`src/rtl/count_seq_pkg.sv`:
```
// count_seq_pkg: shared state encoding, default parameters and saturating increment for count_seq_checker
package count_seq_pkg;
  typedef enum logic [1:0] {IDLE, SYNC, LOCKED, FAULT} state_t;
  localparam int DEF_WIDTH  = 4;
  localparam int DEF_LOCK_N = 3;
  localparam int DEF_ERR_W  = 8;
  localparam int DEF_WRAP_W = 8;
  function automatic logic [63:0] sat_inc(input logic [63:0] v, input int w);
    logic [63:0] m;
    m = (w >= 64) ? '1 : (64'd1 << w) - 64'd1;
    return (v >= m) ? v : v + 64'd1;
  endfunction
endpackage

```
`src/rtl/count_seq_checker_sat_counter.sv`:
```
// sat_counter: W-bit up-counter that sticks at all-ones, with synchronous clear
module sat_counter
  import count_seq_pkg::*;
#(
  parameter int W = 8
) (
  input  logic         clk,
  input  logic         rst,
  input  logic         i_clr,
  input  logic         i_inc,
  output logic [W-1:0] o_q
);
  logic [W-1:0] r_q;
  always_ff @(posedge clk) r_q <= (rst || i_clr) ? '0 : i_inc ? W'(sat_inc(64'(r_q), W)) : r_q;
  assign o_q = r_q;
endmodule

```
`config.mk`:
```
export PLATFORM = sky130hd
export DESIGN_NAME = sat_counter
export DESIGN_NICKNAME = d
export VERILOG_FILES = /design/src/rtl/count_seq_pkg.sv /design/src/rtl/count_seq_checker_sat_counter.sv
export SDC_FILE = /design/constraint.sdc
export NUM_CORES = 1
export LEC_CHECK = 0
export BUFFER_PORTS_ARGS = -buffer_cell sky130_fd_sc_hd__clkbuf_2
export CORE_AREA = 8 8 45 47
export DETAILED_ROUTE_END_ITERATION = 8
export DIE_AREA = 0 0 53 55
export PLACE_DENSITY = 0.57
export SYNTH_ARGS = -nofsm -noshare
export SYNTH_HDL_FRONTEND = slang
export SYNTH_SLANG_ARGS = --single-unit
```
`constraint.sdc`:
```
create_clock -name clk -period 1.3 [get_ports clk]
set_input_delay 0.065 -clock clk [delete_from_list [all_inputs] [get_ports clk]]
set_output_delay 0.065 -clock clk [all_outputs]
set_load 0.005 [all_outputs]
```
## Word-level counts from Yosys, hierarchy flattened

Cells that the tools add are included.

- Reduce and logical (&&, ||, !) cells: 2
- $lt $le $gt $ge: 1
- Add/sub/neg operators: 1
- Bitwise operators: 1

Operators by type and width:

| operator | number |
|---|---|
| $add 8x1->8 const B | 1 |
| $ge 8x8->1 const B | 1 |
| $reduce_and 2->1 | 1 |
| $logic_or 1x1->1 | 1 |
| $not 1->1 | 1 |

- Bits of input ports: 4
- Output and inout port bits: 8
- Word-level logic and storage cells: 6
- Flip-flop bits (word level): 8

## Longest topological paths before layout

Gate-level depths: netlist of run 1.

- Word-level depth: 3
- Depth in mapped cells: 4
- Mapped depth without buffers: 4

## Worst setup path before layout of run 1

No wires, ideal clock.

- Path kind: register to register
- Start point: register r_q[0], in the netlist o_q[0]
- End point: register r_q[6], in the netlist o_q[6]
- Path slack: -0.156 ns
- Path buffers: 0
- Cell stages (with the launch flop): 5
- Clock period less this slack: 1.456 ns
- Data arrival time: 1.341 ns
- Cell sequence: dfxtp_1 -> ha_1 -> nand3_2 -> or4_1 -> and3_1

- Cells in the longest elaborated chain, start to end: 3

RTL lines:

| item | line | text |
|---|---|---|
| start, declared | count_seq_checker_sat_counter.sv:13 | `logic [W-1:0] r_q;` |
| start signal, assigned | count_seq_checker_sat_counter.sv:14 | `always_ff @(posedge clk) r_q <= (rst \|\| i_clr) ? '0 : i_inc ? W'(sat_inc(64'(r_q), W)) : r_q;` |
| $ge 8x8->1 | count_seq_pkg.sv:11 | `return (v >= m) ? v : v + 64'd1;` |
| $not 1->1 (no line) | - |  |
| $reduce_and 2->1 (no line) | - |  |

Parallel ways exist; a longest one is shown, timed or not.
A chain may end at the register's enable or synchronous reset.

## Worst setup path in the final report of run 1

- Start point: register r_q[1], in the netlist o_q[1]
- End point: register r_q[6], in the netlist o_q[6]

The elaborated chain is that of the path after synthesis.

==> results_dict.tcl, run 1 <==
set metrics [dict create \
    numCtsBuffers 3 \
    diodes 0 \
    vias 433 \
    yosysWarnings 0 \
    clk_path_buf_depth 2 \
    slew_violations 0 \
    nFillCells 142 \
    routabilityCongestion 0.740 \
    min_path_cells 3 \
    antenna_found_initial 0 \
    yosys.area.top_type "dfxtp_1" \
    io_pins 12 \
    clkTransAtPathRegs_ns 0.06 \
    synth-edff-count 0 \
    route.detailed.drc 0 \
    crit_slowest_cell "or4_4" \
    hold_viol 0 \
    end_kind "register" \
    routed_wl_um 1030 \
    cts.sinks 8 \
    avgRoutedWirePerCell_um 12.4 \
    r2r.worst_path.cells 4 \
    post_cts_buffers 0 \
    netlist_area_um2 425 \
    grt_start_max_net_pins 9 \
    fin_crit_ns 1.34 \
    io_buffers 11 \
    dpl.cell_count 79 \
    clk_latency_ns 0.25 \
    peakVddDrop_mv 0.460 \
    synth_top_area_frac 0.376 \
    timing.critical_path.buf_inv 0 \
    cts-root-buf "clkbuf_4" \
    whs_ns 0.108 \
    synth_nets 54 \
    die_x_um 53 \
    crit_path_start_kind "register" \
    post-route-util 0.430 \
    synth.area.top_cells "dfxtp_1 (38%), nand2_1 (6.2%), a21oi_1 (5.9%), mux2i_1 (4.7%), o21ai_0 (3.5%)" \
    cts_tree "yes" \
    cap_violations 0 \
    syn2layout_area_growth_pct 40.0 \
    postRouteAntennaNets 0 \
    dp_hpwl_um 799 \
    seq_area_frac_synth 0.376 \
    arrival_ns 1.49 \
    status "complete, but fails checks" \
    ys_seq_elements 8 \
    drive_gt1_frac 0.448 \
    avgSynthCellArea_um2 8.68 \
    grt.overflow.total 0 \
    synth_ff_type "dfxtp_1" \
    fmax_mhz 746 \
    critPathMaxFanout 5 \
    setup_violations 2 \
    placementRows 14 \
    fin_crit_sh 1.03 \
    htreeDepth 1 \
    synth.distinct_cells 28 \
    rsz0062_at_grt "yes" \
    async_reset_ff_frac 0 \
    final-instance-count-excl-fill 83 \
    critPathKind "reg -> reg" \
    worst_pin_slew_ns 0.434 \
    min_path_type "in -> reg" \
    power.density_nw_per_um2 816 \
    crit_family "simple AND/OR/NAND/NOR gates" \
    core_area_um2 1380 \
    critPathRequiredTime_ns 1.45 \
    syn_inst 49 \
    grt_first_pass_wirelength_um 1730 \
    fin_nets 73 \
    setup_ws_ns -0.0412 \
    slowest_delay_ns 0.47 \
    violations "setup timing" \
    path_cells "ha_4 -> nand3_4 -> or4_4 -> and3_4" \
    grt_pass1_vias 426 \
    cp.depth 4 \
    track_usage 0.0815 \
    start_util 0.307 \
    first_pass_iters 4 \
    relSlewSlack 0.709 \
    largest_reg_flops 8 \
    initialDrtViolationCount 8 \
    viasPerCell 5.22 \
    worst_clock_skew_ns 0.00196 \
    p_leak_nw 0.228 \
    fp.dieH_um 55 \
    p_total_uw 486 \
    dieArea_um2 2920 \
]
[through the flow]
stage	cell area (um^2)	setup slack, ns	setup TNS [ns]
after floorplan	445	-0.0119	-0.0119
after global placement	546	-0.0184	-0.0256
after detailed placement	546	-0.0288	-0.0444
after CTS	583	-0.0279	-0.0426
after global routing	596	-0.0805	-0.125
final	596	-0.0412	-0.0553
[power breakdown]
group	switching, mW	internal [mW]	total (mW)
combinational	0.0175	0.0153	0.0327
sequential	0.00206	0.245	0.247
clock	0.0885	0.118	0.206
[routing by layer]
metal  track usage  part of all wire  wire length (um)
met5             0                 0                 0
met2         0.135              0.45               466
met1        0.0854              0.45               462
met3        0.0321             0.083                85
met4        0.0517             0.012                12
[logic make-up after synthesis]
family,Yosys count,synth area share
flops,8,0.376
fa+ha+maj,1,0.0294
mux,2,0.0471
compound gates,14,0.212
simple gates,22,0.315
buf+inv,2,0.0206
[layout by cell type (no fill, tap or decap)]
master,instances
o21bai_1,1
a2111o_1,1
o21ai_0,3
dfxtp_4,2
or2_4,1
or3_1,1
nand2_1,7
nor4_1,1
a21oi_1,5
and3_4,1
nor3_1,1
dfxtp_2,1
or4_4,1
inv_1,1
a211oi_1,1
and4_2,1
nand4_1,2
nor2_1,1
a21boi_2,1
ha_4,1
clkbuf_1,1
nand3_1,1
mux2i_1,2
dfxtp_1,5
clkbuf_2,11
a21boi_0,1
buf_4,4
and4_4,1
or4b_1,1
and3_2,1
nand3_4,1
clkbuf_4,3
a311oi_1,1
[worst register-to-register path, delay by kind of cell (launching register included)]
family / cells / cell delay (ns)
adders and majority gates: 1 / 0.16
DFF: 1 / 0.35
and+or+nand+nor: 3 / 0.72
[what timing repair did]
action / CTS / global route
hold buffers: 0 / 0
gates resized for setup: 2 / 5
pin swaps: 1 / 1
endpoints found under the setup margin: 3 / 4
[synth_stat cells, drive strengths merged, types with 2 or more instances]
master / number
nand3: 2
nand4: 2
o21ai: 3
a21boi: 2
mux2i: 2
and3: 2
a21oi: 5
nand2: 7
dfxtp: 8
and4: 2
[worst paths after layout]
path / from / to / slack, ns
worst max register to register: o_q[1] / o_q[6] / -0.04
worst max-delay path: o_q[1] / o_q[6] / -0.04
worst min-delay path: rst / o_q[0] / 0.11
worst min register to register: o_q[5] / o_q[5] / 0.50
[area by class of cell]
class | count | area (um^2) | share of cell area
Sequential cell | 8 | 169 | 0.284
Inverter | 1 | 3.75 | 0.00630
Multi-Input combinational cell | 39 | 292 | 0.489
Tap cell | 16 | 20.0 | 0.0336
Timing Repair Buffer | 15 | 85.1 | 0.143
Clock buffer | 4 | 26.3 | 0.0441
No activity file was read; power rests on OpenSTA's default activity.
==> run 2, diff against run 1 <==
--- a/config.mk
+++ b/config.mk
@@ -5,11 +5,12 @@
 export SDC_FILE = /design/constraint.sdc
 export NUM_CORES = 1
 export LEC_CHECK = 0
-export BUFFER_PORTS_ARGS = -buffer_cell sky130_fd_sc_hd__clkbuf_2
+export BUFFER_PORTS_ARGS = -buffer_cell sky130_fd_sc_hd__buf_2
 export CORE_AREA = 8 8 45 47
 export DETAILED_ROUTE_END_ITERATION = 8
 export DIE_AREA = 0 0 53 55
 export PLACE_DENSITY = 0.57
+export SETUP_SLACK_MARGIN = 0.15
 export SYNTH_ARGS = -nofsm -noshare
 export SYNTH_HDL_FRONTEND = slang
 export SYNTH_SLANG_ARGS = --single-unit
==> run 2 against run 1 <==
Against the previous run: the flow now finishes without violations; sequential share of layout area down 0.31 points; via count up 3.5%; register-to-register slack better by 0.05 ns; flip-flop and latch count unchanged; non-clock buffer count up 3; clock skew up 0.0033 ns; count of clock-buffer cells in the layout down 1; setup slack better by 0.046 ns; largest cell class unchanged.
==> results_dict.tcl, run 2 (synthesis results as in run 1) <==
set metrics [dict create \
    syn2layout_area_growth_pct 46.8 \
    htreeDepth 1 \
    slowest_delay_ns 0.46 \
    dp_hpwl_um 784 \
    io_buffers 11 \
    end_kind "register" \
    cts_tree "yes" \
    dieArea_um2 2920 \
    swShare 0.230 \
    crit_path_start_kind "register" \
    start_util 0.307 \
    timing.critical_path.buf_inv 0 \
    crit_slowest_cell "or4_1" \
    relSlewSlack 0.704 \
    diodes 0 \
    critPathKind "reg -> reg" \
    stdcell_area_um2 624 \
    fin_crit_sh 0.996 \
    multi_input_area_um2 295 \
    post-route-util 0.451 \
    avgRoutedWirePerCell_um 13.3 \
    status "completed" \
    cts.sinks 8 \
    internal_power_uw 364 \
    cap_violations 0 \
    first_pass_iters 4 \
    final_common_cell "buf_2" \
    fp.dieH_um 55 \
    vias 448 \
    power.density_nw_per_um2 757 \
    largest_reg_flops 8 \
    slew_violations 0 \
    peakVddDrop_mv 0.455 \
    ff_latch_area_um2 175 \
    grt.met2_usage 0.119 \
    grt_start_max_net_pins 9 \
    critPathRequiredTime_ns 1.45 \
    p_leak_nw 0.248 \
    path_cells "ha_4 -> nand3_4 -> or4_1 -> and3_1" \
    numCtsBuffers 3 \
    antenna_found_initial 0 \
    hold_viol 0 \
    fin_nets 76 \
    grt_first_pass_wirelength_um 1770 \
    fin_crit_ns 1.30 \
    placementRows 14 \
    critPathMaxFanout 3 \
    grt_pass1_vias 433 \
    grtUsageMet1 0.0979 \
    min_path_type "in -> reg" \
    placed_area_um2 562 \
    crit_family "simple AND/OR/NAND/NOR gates" \
    io_pins 12 \
    nFillCells 151 \
    drive_gt1_frac 0.522 \
    rsz0062_at_grt "yes" \
    core_area_um2 1380 \
    routabilityCongestion 0.740 \
    worst_clock_skew_ns 0.00530 \
    combPwrFrac 0.069 \
    worst_pin_slew_ns 0.443 \
    viasPerCell 5.27 \
    arrival_ns 1.45 \
    grt.overflow.total 0 \
    clkTransAtPathRegs_ns 0.06 \
    routed_wl_um 1130 \
    route.detailed.drc 0 \
    p_clk_frac 0.414 \
    cts-root-buf "clkbuf_4" \
    power_frac_seq 0.518 \
    grtUsageMet3 0.0401 \
    postRouteAntennaNets 0 \
    track_usage 0.0832 \
    clk_latency_ns 0.25 \
    initialDrtViolationCount 15 \
    die_x_um 53 \
    grt-busiest-layer "met2" \
    mostFrequentLayoutCells "buf_2 (11), nand2_1 (7), buf_4 (7)" \
    whs_ns 0.0859 \
    p_sw_uw 109 \
    fmax_mhz 772 \
    setup_violations 0 \
    clk_path_buf_depth 2 \
]
-- run 2: worst register-to-register path, delay by kind of cell, from the launching register on --
| family | cells | cell delay [ns] |
|---|---|---|
| AND/OR/NAND/NOR | 3 | 0.69 |
| adder cells (fa/ha/maj) | 1 | 0.16 |
| flip-flops | 1 | 0.35 |
-- run 2: path summary, 6_finish.rpt --
| check | start | endpoint | slack (ns) | cells past startpoint |
|---|---|---|---|---|
| worst min register to register | o_q[5] | o_q[5] | 0.48 | 2 |
| worst max register to register | o_q[1] | o_q[6] | 0.005 | 4 |
| worst max-delay path | o_q[1] | o_q[6] | 0.005 | 4 |
| worst min-delay path | rst | o_q[0] | 0.09 | 3 |
-- run 2: area by class of cell --
cell class | instances | area share
Tap cell | 16 | 0.0321
Sequential cell | 8 | 0.281
Timing Repair Buffer | 18 | 0.172
Multi-Input combinational cell | 39 | 0.473
Clock buffer | 3 | 0.0361
Inverter | 1 | 0.00601
-- run 2: repair_timing --
| item | CTS | global route |
|---|---|---|
| pin swaps | 1 | 4 |
| setup buffers | 1 | 1 |
| setup endpoints to repair | 8 | 8 |
| hold buffers | 0 | 0 |
| resized for setup | 5 | 6 |
-- run 2: power groups by stage --
stage	Clock (mW)	Sequential, mW	Combinational [mW]
6_report	0.195	0.244	0.0325
5_1_grt	0.224	0.245	0.0368
4_1_cts	0.202	0.247	0.0332
3_5_place_dp	0	0.252	0.0327
3_3_place_gp	0	0.252	0.0323
2_1_floorplan	0	0.254	0.0140
-- run 2: through the flow --
step                      total power [mW]  cells  setup TNS (ns)  setup WS (ns)
after global routing                 0.506     85         -0.0448        -0.0448
after detailed placement             0.285     80         -0.0132        -0.0132
after CTS                            0.482     84        -0.00290       -0.00290
after global placement               0.284     80               0         0.0136
final                                0.472     85               0        0.00497
after floorplan                      0.268     49         -0.0119        -0.0119
-- run 2: per-layer routing --
layer	routed length, um	vias up
li1	-	234
met1	547	200
met2	502	12
met3	71	2
met4	7	0
met5	0	-
